--- src/rtl/lane_select_encoder_pkg.sv ---
// ---------------------------------------------------------------------------
// lane_select_encoder_pkg
//
// Shared definitions for the lane select encoder and its lane counters.
//   NUM_LANES : number of approach lanes served by the intersection
//   LANE_*    : binary lane index values handed to the one-hot lane decoder
//   state_e   : phase of the light controller (all-red idle, green, yellow)
// ---------------------------------------------------------------------------
package lane_select_encoder_pkg;

    localparam int NUM_LANES = 4;

    localparam logic [1:0] LANE_N = 2'd0;
    localparam logic [1:0] LANE_E = 2'd1;
    localparam logic [1:0] LANE_S = 2'd2;
    localparam logic [1:0] LANE_W = 2'd3;

    typedef enum logic [1:0] {
        IDLE   = 2'd0,
        GREEN  = 2'd1,
        YELLOW = 2'd2
    } state_e;

endpackage

--- src/rtl/lane_select_encoder_counter.sv ---
// ---------------------------------------------------------------------------
// lane_counter
//
// Saturating up/down counter holding the number of cars queued on one lane.
//   clk     : system clock, rising edge
//   rst_n   : asynchronous active-low reset, clears the count
//   inc_i   : one car arrived on this lane this cycle
//   dec_i   : one car left this lane this cycle
//   count_o : current queue length, saturates at 2^CNT_W-1 and floors at 0
// ---------------------------------------------------------------------------
module lane_counter #(
    parameter int CNT_W = 4
) (
    input  logic             clk,
    input  logic             rst_n,
    input  logic             inc_i,
    input  logic             dec_i,
    output logic [CNT_W-1:0] count_o
);

    localparam logic [CNT_W-1:0] CNT_MAX = '1;

    logic [CNT_W-1:0] count_q;
    logic [CNT_W-1:0] count_d;

    // A simultaneous arrival and departure cancel out, so the count only
    // moves when exactly one of them is present. Arrivals at the ceiling and
    // departures from an empty lane are dropped.
    always_comb begin
        count_d = count_q;
        if (inc_i && !dec_i && (count_q != CNT_MAX)) begin
            count_d = count_q + CNT_W'(1);
        end else if (dec_i && !inc_i && (count_q != '0)) begin
            count_d = count_q - CNT_W'(1);
        end
    end

    // Count register.
    always_ff @(posedge clk or negedge rst_n) begin
        if (!rst_n) begin
            count_q <= '0;
        end else begin
            count_q <= count_d;
        end
    end

    assign count_o = count_q;

endmodule

--- src/rtl/lane_select_encoder.sv ---
// ---------------------------------------------------------------------------
// lane_select_encoder
//
// Tracks queued cars on the N/E/S/W lanes, picks the busiest lane, holds it
// green for a bounded interval and then runs a yellow phase, followed by at
// least one all-red idle cycle before the next selection.
//   clk           : system clock, rising edge
//   rst_n         : asynchronous active-low reset
//   car_arrive_i  : per-lane arrival pulse, bit0=N 1=E 2=S 3=W
//   car_depart_i  : one car left through the currently green lane
//   largest_o     : selected lane index (N=0 E=1 S=2 W=3), feeds the decoder
//   green_valid_o : selected lane is green
//   yellow_o      : selected lane is in its yellow phase
//   lane_cnt_o    : packed per-lane counts, N in the least significant bits
// ---------------------------------------------------------------------------
module lane_select_encoder
    import lane_select_encoder_pkg::*;
#(
    parameter int CNT_W      = 4,
    parameter int MIN_GREEN  = 8,
    parameter int MAX_GREEN  = 32,
    parameter int YELLOW_CYC = 3
) (
    input  logic                       clk,
    input  logic                       rst_n,
    input  logic [NUM_LANES-1:0]       car_arrive_i,
    input  logic                       car_depart_i,
    output logic [1:0]                 largest_o,
    output logic                       green_valid_o,
    output logic                       yellow_o,
    output logic [NUM_LANES*CNT_W-1:0] lane_cnt_o
);

    // A one-cycle phase still needs a 1-bit timer, hence the floor of 1.
    localparam int GT_W = (MAX_GREEN > 1) ? $clog2(MAX_GREEN) : 1;
    localparam int YT_W = (YELLOW_CYC > 1) ? $clog2(YELLOW_CYC) : 1;

    localparam logic [GT_W-1:0] GREEN_MIN_LAST = GT_W'(MIN_GREEN - 1);
    localparam logic [GT_W-1:0] GREEN_MAX_LAST = GT_W'(MAX_GREEN - 1);
    localparam logic [YT_W-1:0] YELLOW_LAST    = YT_W'(YELLOW_CYC - 1);

    state_e           state_q;
    state_e           state_d;
    logic [1:0]       largest_q;
    logic [1:0]       largest_d;
    logic             greenValid_q;
    logic             greenValid_d;
    logic             yellow_q;
    logic             yellow_d;
    logic [GT_W-1:0]  greenTimer_q;
    logic [GT_W-1:0]  greenTimer_d;
    logic [YT_W-1:0]  yellowTimer_q;
    logic [YT_W-1:0]  yellowTimer_d;

    logic [CNT_W-1:0]     count [NUM_LANES];
    logic [NUM_LANES-1:0] laneDec;

    logic [1:0]       argmax;
    logic [CNT_W-1:0] argmaxCnt;
    logic             anyCars;
    logic [CNT_W-1:0] selCnt;
    logic             otherGreater;

    // One counter per lane. Departures only count against the lane that is
    // actually green; the counter itself refuses to go below zero.
    for (genvar i = 0; i < NUM_LANES; i++) begin : gLane
        assign laneDec[i] = car_depart_i && (state_q == GREEN) && (largest_q == 2'(i));

        lane_counter #(
            .CNT_W (CNT_W)
        ) uCounter (
            .clk     (clk),
            .rst_n   (rst_n),
            .inc_i   (car_arrive_i[i]),
            .dec_i   (laneDec[i]),
            .count_o (count[i])
        );

        assign lane_cnt_o[i*CNT_W +: CNT_W] = count[i];
    end

    // Busiest lane. The strict compare keeps the earlier (lower) index on a
    // tie, giving N>E>S>W priority.
    always_comb begin
        argmax    = LANE_N;
        argmaxCnt = count[0];
        anyCars   = 1'b0;
        for (int i = 0; i < NUM_LANES; i++) begin
            if (count[i] > argmaxCnt) begin
                argmax    = 2'(i);
                argmaxCnt = count[i];
            end
            if (count[i] != '0) begin
                anyCars = 1'b1;
            end
        end
    end

    // Pre-emption test for the green lane: only a strictly larger queue
    // elsewhere counts, so a tie never cuts a green phase short.
    always_comb begin
        selCnt       = count[largest_q];
        otherGreater = 1'b0;
        for (int i = 0; i < NUM_LANES; i++) begin
            if ((2'(i) != largest_q) && (count[i] > selCnt)) begin
                otherGreater = 1'b1;
            end
        end
    end

    // State and output registers.
    always_ff @(posedge clk or negedge rst_n) begin
        if (!rst_n) begin
            state_q       <= IDLE;
            largest_q     <= LANE_N;
            greenValid_q  <= 1'b0;
            yellow_q      <= 1'b0;
            greenTimer_q  <= '0;
            yellowTimer_q <= '0;
        end else begin
            state_q       <= state_d;
            largest_q     <= largest_d;
            greenValid_q  <= greenValid_d;
            yellow_q      <= yellow_d;
            greenTimer_q  <= greenTimer_d;
            yellowTimer_q <= yellowTimer_d;
        end
    end

    // Phase sequencing. The green timer stops at the exit cycle, so it never
    // needs to represent MAX_GREEN itself and cannot wrap.
    always_comb begin
        state_d       = state_q;
        greenTimer_d  = greenTimer_q;
        yellowTimer_d = yellowTimer_q;
        case (state_q)
            IDLE: begin
                if (anyCars) begin
                    state_d      = GREEN;
                    greenTimer_d = '0;
                end
            end
            GREEN: begin
                if ((greenTimer_q >= GREEN_MIN_LAST) &&
                    ((selCnt == '0) || otherGreater || (greenTimer_q == GREEN_MAX_LAST))) begin
                    state_d       = YELLOW;
                    yellowTimer_d = '0;
                end else begin
                    greenTimer_d = greenTimer_q + GT_W'(1);
                end
            end
            YELLOW: begin
                if (yellowTimer_q == YELLOW_LAST) begin
                    state_d = IDLE;
                end else begin
                    yellowTimer_d = yellowTimer_q + YT_W'(1);
                end
            end
            default: begin
                state_d = IDLE;
            end
        endcase
    end

    // Registered outputs follow the next phase. The lane index is captured
    // only when leaving IDLE and is frozen through GREEN and YELLOW.
    always_comb begin
        largest_d = largest_q;
        if ((state_q == IDLE) && (state_d == GREEN)) begin
            largest_d = argmax;
        end
        greenValid_d = (state_d == GREEN);
        yellow_d     = (state_d == YELLOW);
    end

    assign largest_o     = largest_q;
    assign green_valid_o = greenValid_q;
    assign yellow_o      = yellow_q;

endmodule

--- config.mk ---
export PLATFORM = sky130hd
export DESIGN_NAME = lane_select_encoder
export DESIGN_NICKNAME = d
export VERILOG_FILES = /design/src/rtl/lane_select_encoder_pkg.sv /design/src/rtl/lane_select_encoder_counter.sv /design/src/rtl/lane_select_encoder.sv
export SDC_FILE = /design/constraint.sdc
export NUM_CORES = 1
export LEC_CHECK = 0
export ABC_AREA = 1
export CAP_MARGIN = 15
export CORE_MARGIN = 1.5
export CORE_UTILIZATION = 53
export CTS_CLUSTER_DIAMETER = 80
export DETAILED_ROUTE_END_ITERATION = 8
export GPL_TIMING_DRIVEN = 0
export PLACE_DENSITY = 0.78
export SLEW_MARGIN = 0
export SYNTH_ARGS = -nofsm -noshare
export SYNTH_HDL_FRONTEND = slang
export SYNTH_SLANG_ARGS = --single-unit
--- constraint.sdc ---
create_clock -name clk -period 3.16 [get_ports clk]
set_clock_uncertainty 0.1 [all_clocks]
set_input_delay 0.79 -clock clk [delete_from_list [all_inputs] [get_ports clk]]
set_output_delay 0.79 -clock clk [all_outputs]
set_load 0.02 [all_outputs]
======== After elaboration in Yosys (flattened, before gate mapping) ========
Cells that the tools add are included.
W data, S select, Z words.
storage, ports and cells
  flip-flop bits (word level) ............. 29
  latch bits .............................. 0
  bits in writable memories ............... 0
  bits in read-only memories .............. 0
  bits of input ports ..................... 7
  output and inout port bits .............. 20
  word-level logic and storage cells ...... 137
  memories kept ........................... 0
operators by class
  $add $sub $neg .......................... 10
  $mul .................................... 0
  div/mod/pow operators ................... 0
  $lt $le $gt $ge ......................... 9
  equal/unequal tests ..................... 20
  shift-type cells ........................ 0
  muxes and demuxes ....................... 34
  bitwise gates (word level) .............. 1
  reductions and logical operators ........ 53
operators by type and width
  cell                   count
  $mux W4                12
  $gt A4 B4 Y1           7
  $logic_and A1 B1 Y1    27
  $add A4 B1 Y4 const B  4
  $ne A4 B4 Y1 const B   4
  $reduce_bool A4 Y1     4
  $sub A4 B1 Y4 const B  4
  $mux W2                7
  $reduce_bool A2 Y1     7
  $eq A2 B2 Y1 const B   5
  $mux W5                2
  $pmux W5 S2            1
  $mux W1                9
  $bmux W4 S2            1
  $logic_not A1 Y1       8
  $eq A2 B1 Y1 const B   3
  $ne A2 B2 Y1 const B   3
  $pmux W2 S3            1
  $reduce_and A3 Y1      2
  $add A5 B1 Y5 const B  1
  $eq A5 B5 Y1 const B   1
  $ge A5 B3 Y1 const B   1
  $logic_not A2 Y1       2
  $logic_not A4 Y1       1
  other kinds (8)        10

======== Longest topological paths before layout ========
  depth after elaboration ................. 17
  depth in mapped cells ................... 24
  depth with buffers taken out ............ 24

======== Cells and area by module ========
A second synthesis with hierarchy kept.
unflattened totals
  cell total of the unflattened synthesis .. 430
  area, all modules ....................... 3055.4 um^2
modules (own cells, without submodules)
  module               instances  cells an instance  area an instance (um^2)  sequential area each (um^2)
  lane_select_encoder  1          262                1759.2                   325.3
  lane_counter         4          42                 324.1                    100.1

======== Worst setup path before layout ========
Ideal clock, no wire load.
  path kind ............................... reg2reg
  from .................................... register gLane[0].uCounter.count_q[1]
  to ...................................... register largest_q[0] (netlist: largest_o[0])
  setup time .............................. 0.117 ns
  data arrival time ....................... 3.225 ns
  required time ........................... 2.943 ns
  path slack .............................. -0.282 ns
  stages on the path, launching flop included .. 24
  buffers on the path ..................... 0
  cells stage by stage .................... dfrtp_1 inv_1 ha_1 inv_1 nor2_1 o21ai_1 a32o_1 nand2_1 o21ai_1 ha_1 nand2_1 o21ai_0 nand2_1 nand2_1 o21ai_0 ha_1 inv_1 nor2_1 o21bai_1 nand2_1 o21ai_0 o21ai_0 nand4_1 nand2_1
on the way
  word-level cells in the longest chain between the ends .. 16
  elaborated cells on any way between the ends .. 37
  those cells by class .................... 7 x order compare; 1 x eq/ne; 19 x mux; 10 x reduce/logical
RTL lines
  item                                        RTL line                           text
  start: declaration                          lane_select_encoder_counter.sv:23  logic [CNT_W-1:0] count_q;
  start signal: assignment                    lane_select_encoder_counter.sv:43  count_q <= count_d;
  $bmux W4 S2                                 lane_select_encoder.sv:102         selCnt = count[largest_q];
  $mux W4 (not written as such) (2 in a row)  lane_select_encoder.sv:102
  $gt A4 B4 Y1                                lane_select_encoder.sv:105         if ((2'(i) != largest_q) && (count[i] > selCnt)) begin
  $logic_and A1 B1 Y1                         lane_select_encoder.sv:105
  $mux W1 (4 in a row)                        lane_select_encoder.sv:105
  $logic_or A1 B1 Y1 (2 in a row)             lane_select_encoder.sv:145         ((selCnt == '0) || otherGreater || (greenTimer_q == GREEN_MAX_LAST))) begin
  $logic_and A1 B1 Y1                         lane_select_encoder.sv:144         if ((greenTimer_q >= GREEN_MIN_LAST) &&
  $mux W2                                     lane_select_encoder.sv:144
  $pmux W2 S3                                 lane_select_encoder.sv:136         case (state_q)
  $eq A2 B1 Y1                                lane_select_encoder.sv:169         if ((state_q == IDLE) && (state_d == GREEN)) begin
  $logic_and A1 B1 Y1                         lane_select_encoder.sv:169
  end signal: assignment                      lane_select_encoder.sv:122         largest_q <= largest_d;
  end: declaration                            lane_select_encoder.sv:44          logic [1:0] largest_q;
Several ways; a longest one is shown, not always the timed one. The select of a mux whose other input is x is not followed.
A chain may end at the register's enable or synchronous reset.

======== Worst setup path in the final report ========
  from .................................... register gLane[1].uCounter.count_q[0]
  to ...................................... register largest_q[0] (netlist: largest_o[0])
on the way
  word-level cells in the longest chain between the ends .. 16
  elaborated cells on any way between the ends .. 36
  those cells by class .................... 7 x order compare; 1 x eq/ne; 18 x mux; 10 x reduce/logical
RTL lines
  item                                        RTL line
  start: declaration                          lane_select_encoder_counter.sv:23
  start signal: assignment                    lane_select_encoder_counter.sv:43
  $bmux W4 S2                                 lane_select_encoder.sv:102
  $mux W4 (not written as such) (2 in a row)  lane_select_encoder.sv:102
  $gt A4 B4 Y1                                lane_select_encoder.sv:105
  $logic_and A1 B1 Y1                         lane_select_encoder.sv:105
  $mux W1 (4 in a row)                        lane_select_encoder.sv:105
  $logic_or A1 B1 Y1 (2 in a row)             lane_select_encoder.sv:145
  $logic_and A1 B1 Y1                         lane_select_encoder.sv:144
  $mux W2                                     lane_select_encoder.sv:144
  $pmux W2 S3                                 lane_select_encoder.sv:136
  $eq A2 B1 Y1                                lane_select_encoder.sv:169
  $logic_and A1 B1 Y1                         lane_select_encoder.sv:169
Several ways; a longest one is shown, not always the timed one. The select of a mux whose other input is x is not followed.

==> impl_metrics.csv <==
group,metric,value,unit
status,status,"complete, but fails checks",
status,violations,"negative setup slack",
floorplan,core_area,0.00511,sq mm
finish,syn_to_final_growth,26.0,%
logic_synthesis,syn-num-nets,438,
clocking,cts.clk_slew.worst_paths,70,ps
worst_setup_path,rr_worst_depth,20,
timing,hold_viol,0,
finish,drive_above_1_share,18.4,%
logic_synthesis,synth-edff-count,0,
clocking,htree_levels,2,
timing,rsz0062_at_grt,"yes",
timing,fmax,0.295,GHz
worst_setup_path,critical_path_arrival,3470,ps
worst_setup_path,path_cells,"inv_2 > ha_1 > nor2_4 > o21ai_2 > a32o_2 > nand2_2 > o21ai_4 > ha_4 > a21oi_2 > o21ai_4 > nand2_2 > nand2_1 > o21ai_1 > ha_1 > a21oi_1 > nand2_1 > o21ai_2 > o21ai_1 > nand4_1 > nand2_1",
drt,vias,2844,
finish,utilization,68.9,%
placed_design,portBuffers,26,
timing,fin_crit,3390,ps
worst_setup_path,r2r_start,"gLane[1].uCounter.count_o[0]$_DFFE_PN0P_",
logic_synthesis,synth-seq-cells,29,
worst_setup_path,critical_path_required,3250,ps
drt,wl,7340,um
worst_setup_path,critical_path.max_stage_delay,420,ps
finish,instances_no_fill,505,
timing,maxSlewHeadroom,54.5,%
worst_setup_path,cpMostUsedCell,"nand2_1",
drt,vias_per_cell,5.63,
placed_design,hpwl,4930,um
clocking,clk_latency,290,ps
logic_synthesis,synth_common_cells,"nand2_1 (97), inv_1 (50), ha_1 (43)",
logic_synthesis,yosys_warnings,0,
global_routing,grt_pass1_vias,2487,
placed_design,dpl.cell_count,481,
timing,fin_ws,-228,ps
clocking,cts.sinks,29,
global_routing,grt_usage,25.0,%
global_routing,grt_overflow,0,
finish,layout.nets,488,
worst_hold_path,worstHoldPathCells,1,
logic_synthesis,synth_top_cell_area_share,26.0,%
placed_design,gp_congestion,0.874,
logic_synthesis,synthTopCellsByArea,"dfrtp_1 (26%), ha_1 (19%), nand2_1 (13%)",
timing,finalCritPeriodShare,107,%
timing,finalSetupViolCount,2,
clocking,cts_made_buffers,5,
clocking,tritoncts,"yes",
worst_setup_path,r2r_end,"largest_o[0]$_DFFE_PN0P_",
drt,drt_first_pass_iters,6,
global_routing,grt_pass1_wl,10800,um
logic_synthesis,synth_seq_area_share,26.0,%
job,max_cap_violations,0,
floorplan,core.rowCount,26,
floorplan,die_w,75.6,um
logic_synthesis,syn-mean-instance-area,7.28,sq um
placed_design,postPlaceCellArea,0.00319,sq mm
global_routing,use_met2,43.9,%
floorplan,dieArea,0.00572,sq mm
worst_setup_path,slowest_stage,"dfrtp_2",
logic_synthesis,synth-main-ff-cell,"dfrtp_1",
global_routing,grt_max_degree,20,
finish,diodes,0,
logic_synthesis,yosysUniqueCellTypes,29,
global_routing,grt_util_met3,3.17,%
clocking,clock-root-buffer,"clkbuf_8",
logic_synthesis,synthesis.area,0.00279,sq mm
drt,detail_route.wl_per_cell,14.5,um
logic_synthesis,synth_cells,384,
worst_setup_path,rrSetupSlack,-230,ps
finish,finalInstanceArea,0.00352,sq mm
worst_setup_path,critPathMaxFanout,6,
global_routing,busiest_layer,"met2",
logic_synthesis,ys_async_sr_fraction,100,%
logic_synthesis,yosysTopAreaCell,"dfrtp_1",
worst_setup_path,endpoint_kind,"flop",
global_routing,antenna_found_initial,0,
global_routing,gr-usage-met1,31.6,%
floorplan,fp.dieH,75.6,um
clocking,cts_buffer_depth,2,
worst_hold_path,whs_endpoint,"yellowTimer_q[0]$_DFFE_PN0P_",
timing,tns,-410,ps
worst_hold_path,worst_hold_path_type,"flop to flop",
floorplan,pin_count,27,
drt,drt-initial-drc-count,239,
drt,drc,0,
logic_synthesis,yosys.cell_count.top_type,"nand2_1",
worst_setup_path,startpoint_type,"flop",
worst_setup_path,crit_type,"flop to flop",
floorplan,start_util,54.7,%
timing,final_max_slew_viol_count,0,
drt,antenna_left,0,
timing,worst_pin_slew,677,ps
worst_hold_path,min_from,"yellowTimer_q[0]$_DFFE_PN0P_",
## what timing repair did
item / 4_1_cts / 5_1_grt
gates cloned: 2 / 0
resized for setup: 18 / 15
endpoints found under the setup margin: 2 / 3
hold buffers: 0 / 0
endpoints found under the hold margin: 0 / 0
buffers inserted: 12 / 2
pin swaps: 15 / 8
## cell families after synthesis
logic type	count (synthesis)	synth area share [%]
AO/OA/AOI/OAI	53	11.0
adder cells (fa/ha/maj)	47	22.1
flip-flops	29	26.0
buffers and inverters	64	9.54
XOR/XNOR	12	3.76
AND/OR/NAND/NOR	179	27.6
## layer usage
metal	up-vias	part of all wire, %
met3	31	6.2
met5	-	0
met2	136	49
met4	0	2.4
met1	1311	42
li1	1366	-
## registers in the layout (all words and copies together) (netlist names)
| signal | cells |
|---|---|
| greenTimer_q | 5 |
| yellow_o | 1 |
| state_q | 2 |
| largest_o | 2 |
| green_valid_o | 1 |
| gLane.uCounter.count_o | 16 |
| yellowTimer_q | 2 |
## critical path, delay by kind of cell, from the launching register on
kind | cells | cell delay (ps)
AOI/OAI and AO/OA | 9 | 1280
adders and majority gates | 3 | 750
buffers and inverters | 1 | 120
DFF | 1 | 420
and+or+nand+nor | 7 | 610
## how the worst max path moves through the flow
stage | from | to | slack [ps] | cells past startpoint
after floorplan | gLane[0].uCounter.count_o[1]$_DFFE_PN0P_ | largest_o[0]$_DFFE_PN0P_ | 3 | 22
after global placement | gLane[0].uCounter.count_o[2]$_DFFE_PN0P_ | largest_o[0]$_DFFE_PN0P_ | -160 | 22
after detailed placement | gLane[0].uCounter.count_o[1]$_DFFE_PN0P_ | largest_o[0]$_DFFE_PN0P_ | -260 | 22
after CTS | gLane[0].uCounter.count_o[1]$_DFFE_PN0P_ | largest_o[0]$_DFFE_PN0P_ | -40 | 22
after global routing | gLane[1].uCounter.count_o[0]$_DFFE_PN0P_ | largest_o[0]$_DFFE_PN0P_ | -410 | 21
final | gLane[1].uCounter.count_o[0]$_DFFE_PN0P_ | largest_o[0]$_DFFE_PN0P_ | -230 | 20
## cell type report
class,instances,area [sq um]
multi-input combinational,293,1950
timing repair buffer,41,393
sequential,29,736
fill,434,1590
clock buffer,6,72.6
inverter,60,235
clock inverter,2,10.0
buffer,4,38.8
tap,70,87.6
## through the flow
step / hold slack (ps) / setup WS (ps)
final: 390 / -228
after CTS: 392 / -40.5
after global routing: 407 / -408
after global placement: 362 / -158
after detailed placement: 381 / -256
after floorplan: 342 / 3.18
## placed cells by master, fill, tap and decap left out, types with 12 or more instances in the layout
cell type        count
dfrtp_1             21
buf_4               14
nand2_1             91
nor2_1              31
xor2_1              12
o21ai_1             20
ha_1                39
clkdlybuf4s50_1     26
nand3_1             22
inv_1               45
Power is not shown: default switching activity piles up to over one toggle a cycle in this logic, so the estimate is an artifact.
